File: src/rtl/regfile_2r1w_dump.sv
`default_nettype none
// +--------------------------------------------------------------------------+
// | Module : regfile_2r1w_dump                                               |
// | Desc   : 2-read/1-write register file (reg 0 hard-wired to zero) with a  |
// |          valid/ready dump engine that streams every register in order.   |
// |          Optional macro REGFILE_BYPASS_EN: same-cycle write-to-read      |
// |          forwarding on both read ports (dump path never forwarded).      |
// | Rev    : 1.0  initial release                                            |
// +--------------------------------------------------------------------------+
module regfile_2r1w_dump #(
  parameter int ADDR_W = 5,
  parameter int DATA_W = 32
) (
  input  logic              clk,
  input  logic              rst_n,
  input  logic              we,
  input  logic [ADDR_W-1:0] waddr,
  input  logic [DATA_W-1:0] wdata,
  input  logic [ADDR_W-1:0] raddr_a,
  output logic [DATA_W-1:0] rdata_a,
  input  logic [ADDR_W-1:0] raddr_b,
  output logic [DATA_W-1:0] rdata_b,
  input  logic              dump_req,
  output logic              dump_busy,
  output logic              dump_valid,
  input  logic              dump_ready,
  output logic [ADDR_W-1:0] dump_idx,
  output logic [DATA_W-1:0] dump_data,
  output logic              dump_done
);

  localparam int                c_DEPTH = 2 ** ADDR_W;
  localparam logic [ADDR_W-1:0] c_LAST  = {ADDR_W{1'b1}};

  typedef enum logic [1:0] {
    S_IDLE = 2'd0,
    S_RUN  = 2'd1,
    S_DONE = 2'd2
  } state_t;

  logic [DATA_W-1:0] r_mem [c_DEPTH];
  state_t            r_state;
  logic [ADDR_W-1:0] r_idx;
  logic              r_valid;
  logic              r_busy;
  logic              r_done;
  logic              w_wr_en;
  logic [DATA_W-1:0] w_stored_a;
  logic [DATA_W-1:0] w_stored_b;

  assign w_wr_en = we && (waddr != '0);

  always_ff @(posedge clk or negedge rst_n) begin
    if (!rst_n) begin
      for (int i = 0; i < c_DEPTH; i++) begin
        r_mem[i] <= '0;
      end
    end else if (w_wr_en) begin
      r_mem[waddr] <= wdata;
    end
  end

  assign w_stored_a = (raddr_a == '0) ? '0 : r_mem[raddr_a];
  assign w_stored_b = (raddr_b == '0) ? '0 : r_mem[raddr_b];

`ifdef REGFILE_BYPASS_EN
  // Forwarding is qualified by w_wr_en, so address 0 can never forward.
  assign rdata_a = (w_wr_en && (waddr == raddr_a)) ? wdata : w_stored_a;
  assign rdata_b = (w_wr_en && (waddr == raddr_b)) ? wdata : w_stored_b;
`else
  assign rdata_a = w_stored_a;
  assign rdata_b = w_stored_b;
`endif

  always_ff @(posedge clk or negedge rst_n) begin
    if (!rst_n) begin
      r_state <= S_IDLE;
      r_idx   <= '0;
      r_valid <= 1'b0;
      r_busy  <= 1'b0;
      r_done  <= 1'b0;
    end else begin
      case (r_state)
        S_IDLE: begin
          if (dump_req) begin
            r_state <= S_RUN;
            r_idx   <= '0;
            r_valid <= 1'b1;
            r_busy  <= 1'b1;
          end
        end
        S_RUN: begin
          if (dump_ready) begin
            if (r_idx == c_LAST) begin
              r_state <= S_DONE;
              r_valid <= 1'b0;
              r_done  <= 1'b1;
            end else begin
              r_idx <= r_idx + 1'b1;
            end
          end
        end
        S_DONE: begin
          r_state <= S_IDLE;
          r_idx   <= '0;
          r_done  <= 1'b0;
          r_busy  <= 1'b0;
        end
        default: begin
          r_state <= S_IDLE;
          r_idx   <= '0;
          r_valid <= 1'b0;
          r_busy  <= 1'b0;
          r_done  <= 1'b0;
        end
      endcase
    end
  end

  assign dump_busy  = r_busy;
  assign dump_valid = r_valid;
  assign dump_done  = r_done;
  assign dump_idx   = r_idx;
  assign dump_data  = r_mem[r_idx];

endmodule
`default_nettype wire

File: config.mk
export PLATFORM = sky130hd
export DESIGN_NAME = regfile_2r1w_dump
export DESIGN_NICKNAME = d
export VERILOG_FILES = /design/src/rtl/regfile_2r1w_dump.sv
export SDC_FILE = /design/constraint.sdc
export NUM_CORES = 2
export LEC_CHECK = 0
export BUFFER_PORTS_ARGS = -buffer_cell sky130_fd_sc_hd__clkbuf_2
export CAP_MARGIN = 0
export CORE_MARGIN = 2
export CORE_UTILIZATION = 55
export DETAILED_ROUTE_END_ITERATION = 10
export PLACE_DENSITY_LB_ADDON = 0.05
export RECOVER_POWER = 100
export SYNTH_ARGS = -nofsm -noshare
export SYNTH_HDL_FRONTEND = slang
export SYNTH_SLANG_ARGS = --single-unit
export TNS_END_PERCENT = 1
File: constraint.sdc
create_clock -name clk -period 3 [get_ports clk]
set_clock_uncertainty 0.05 [all_clocks]
set_input_delay 0.45 -clock clk [delete_from_list [all_inputs] [get_ports clk]]
set_output_delay 0.45 -clock clk [all_outputs]
set_load 0.005 [all_outputs]
==> impl_metrics.csv <==
group,metric,value,unit
status,outcome,"complete, but fails checks",
status,violations,"capacitance limit, slew limit, setup timing",
synth,ys_warn_count,0,
grt,use_met2,57.0,%
clock_network,htree_levels,3,
cells_and_area,finalCoreUtilization,63.0,%
clock_network,cts_made_buffers,117,
cells_and_area,drive_gt1_share,43.9,%
cells_and_area,fill_cells,8759,
grt,antenna_found_initial,18,
die,fp.dieW,342,um
grt,overflow,0,
sta,worst_pin_slew,2.24,ns
routing,via_per_inst,7.29,
worst_hold_path,hp-class,"in -> reg",
die,fp-row-count,124,
die,io_pins,156,
sta,final.setup.worst_slack,-0.602,ns
clock_network,clkSlewWorstSetupHoldPaths,0.06,ns
grt,grt_use_total,39.3,%
pwr,intPower,36.3,mW
sta,finalCritPeriodShare,120,%
sta,period_needed,3.60,ns
synth,synth_edf_count,0,
routing,drtIter0Drc,5640,
critical_path,critPathRequiredTime,2.50,ns
worst_hold_path,min_to,"r_mem[345]",
critical_path,rr_endpoint,"dump_idx[3]",
synth,avgSynthCellArea,13.7,sq um
clock_network,clock_latency,0.74,ns
pwr,clkPwrFrac,28.2,%
routing,vias,46000,
routing,first_pass_iters,8,
worst_hold_path,holdPathStages,2,
placed_design,hpwlAfterDp,146000,um
critical_path,worstPathMaxFanout,36,
die,initial_core_util,55.3,%
synth,synthArstFlopShare,100,%
critical_path,r2r_start,"dump_idx[0]",
synth,ys_seq_elements,1034,
grt,grt-busiest-layer,"met2",
critical_path,end_kind,"output port",
synth,synth.distinct_cells,47,
critical_path,crit_type,"reg -> out",
critical_path,rr_worst_depth,10,
cells_and_area,nets,4758,
sta,rsz0062_at_grt,"true",
die,core,114000,sq um
clock_network,cts.sinks,1034,
sta,final-hold-violation-count,0,
sta,hold_ws,0.336,ns
grt,grt_use_met3,12.1,%
critical_path,reg2reg_slack,0.57,ns
die,die_h,342,um
grt,grt_pass1_wl,331000,um
pwr,sw_frac_of_total,34.6,%
placed_design,gp_congestion,0.900,
pwr,p_sw,19.2,mW
cells_and_area,synthToLayoutAreaGrowth,14.0,%
synth,ys_seq_area_share,41.1,%
pwr,p_seq_share,35.2,%
grt,grt_max_degree,97,
synth,postSynthCellCount,4592,
sta,fmax,278,MHz
routing,wirelength,230000,um
synth,synth_nets,4646,
sta,final.setup.tns,-17.81,ns
sta,report.final.slew_viol_count,238,
routing,route.detailed.drc,0,
clock_network,clockBufferDepth,3,
pwr,power.leakage,31.2,nW
worst_hold_path,worstHoldStart,"wdata[25]",
pwr,peakVddDrop,0.758,mV
pwr,combPwrFrac,36.6,%
sta,relSlewSlack,-49.2,%
synth,synth_ff_type,"dfrtp_1",
routing,wl_per_cell,36.4,um
routing,drtAntennaViolNets,0,
flow_run,cap_viol_max_count,12,
grt,grt_pass1_vias,45700,
critical_path,cp.arrival,3.10,ns
clock_network,cts_tree,"done",
critical_path,startpoint_type,"flop",
sta,finalSetupViolCount,95,
grt,use_met1,55.7,%
die,die_area,117000,sq um
pwr,power.density,773,nW/um^2
synth,synthesis.area,63000,sq um
clock_network,cts_root_buf,"clkbuf_16",
placed_design,portBuffers,155,
synth_stat cells (all sizes together) (4+ instances only):
cell / instances / area [sq um]
a21oi: 120 / 601
nor2b: 9 / 56.3
mux4: 579 / 13000
a221oi: 26 / 228
nand2: 293 / 1100
nor2: 28 / 110
dfrtp: 1034 / 25900
and3: 42 / 263
and2: 4 / 25.0
nor3: 5 / 30.0
inv: 27 / 101
nand4: 59 / 369
clkbuf: 248 / 931
buf: 274 / 1500
nor4: 8 / 50.1
nand3: 102 / 510
a222oi: 5 / 50.1
a221o: 24 / 240
nor3b: 6 / 60.1
o22ai: 40 / 250
mux2: 1112 / 12500
o22a: 27 / 236
a22oi: 128 / 961
nand3b: 5 / 37.5
mux2i: 363 / 3630
o21a: 5 / 37.5
sequential cells by signal, indices dropped and copies added (netlist names):
register,cells
dump_valid,1
dump_busy,1
dump_idx,5
r_mem,1024
dump_done,1
r_state,2
layout make-up:
cell class              instances  area, sq um  share of cell area (%)
multi-input cells            3009        35000                    48.8
flip-flops and latches       1034        25900                    36.1
repair buffers                515         4720                    6.58
clock buffers                 164         3420                    4.76
well taps                    1512         1890                    2.64
clock inverters                50          717                   0.999
inverters                      27          104                   0.145
diodes                          4         10.0                  0.0139
worst max-delay path, stage by stage, from the launching register on:
cell and delay (ns):
dfrtp_4 0.48, buf_12 0.17, clkbuf_16 0.20, nor2_4 0.15, buf_12 0.35, a22oi_1 0.12
nand3_1 0.19, nand4_1 0.40, clkbuf_2 0.25
cells by family after synthesis:
logic type,Yosys count,share of synthesized area [%]
flops,1034,41.1
mux,2054,46.4
compound gates,381,4.21
simple gates,570,4.27
buf+inv,549,4.02
fa+ha+maj,2,0.0397
xor+xnor,2,0.0278
power groups by stage:
stage | sequential, mW | combinational [mW] | clock [mW]
final | 19.6 | 20.3 | 15.6
after global routing | 19.9 | 21.2 | 16.3
after CTS | 19.4 | 19.8 | 15.8
after detailed placement | 19.6 | 19.5 | 0
after global placement | 19.5 | 19.3 | 0
after floorplan | 18.5 | 12.9 | 0
timing repair:
| action | CTS | global route |
|---|---|---|
| hold buffers | 3 | 0 |
| hold endpoints to repair | 112 | 0 |
| pin swaps | 20 | 10 |
| buffers inserted | 7 | 3 |
| cloned | 0 | 3 |
| setup endpoints to repair | 56 | 69 |
| gates resized for setup | 59 | 33 |
per-stage QoR:
step,instance area [sq um],worst slack (ns),power [mW],std cells
2_1_floorplan,63000,0.587,31.3,4592
4_1_cts,72500,-0.544,55.0,6305
6_report,71800,-0.602,55.5,6315
3_5_place_dp,68000,-0.265,39.1,6081
3_3_place_gp,68000,-0.277,38.8,6081
5_1_grt,71800,-0.568,57.4,6313
how the worst max path moves through the flow:
stage	from	to	slack (ns)	cells past startpoint
after floorplan	raddr_a[0]	rdata_a[2]	0.59	7
after detailed placement	raddr_b[1]	rdata_b[2]	-0.26	8
final	dump_idx[0]	dump_data[26]	-0.60	8
after global routing	dump_idx[0]	dump_data[16]	-0.57	8
after CTS	dump_idx[0]	dump_data[13]	-0.54	6
after global placement	raddr_b[1]	rdata_b[2]	-0.28	8
layer usage:
metal  vias to the layer above  routed length [um]
met5                         -                 128
li1                      18100                   -
met2                      2841              102000
met1                     24500               92500
met3                       579               26400
met4                        20                9330
layout by cell type (no fill, tap or decap), drive strengths merged, types with 6 or more instances in the layout:
cell type and instances:
mux4 579, a221o 24, clkbuf 389, nor2 28
mux2i 363, nor2b 9, bufinv 17, and3 42
nor3b 6, buf 287, nand2 293, o22a 27
nand4 59, inv 28, nor4 8, clkinv 29
a21oi 120, o22ai 40, nand3 102, mux2 1112
a22oi 128, a221oi 26, dfrtp 1034
(Power assumes the default switching activity.)
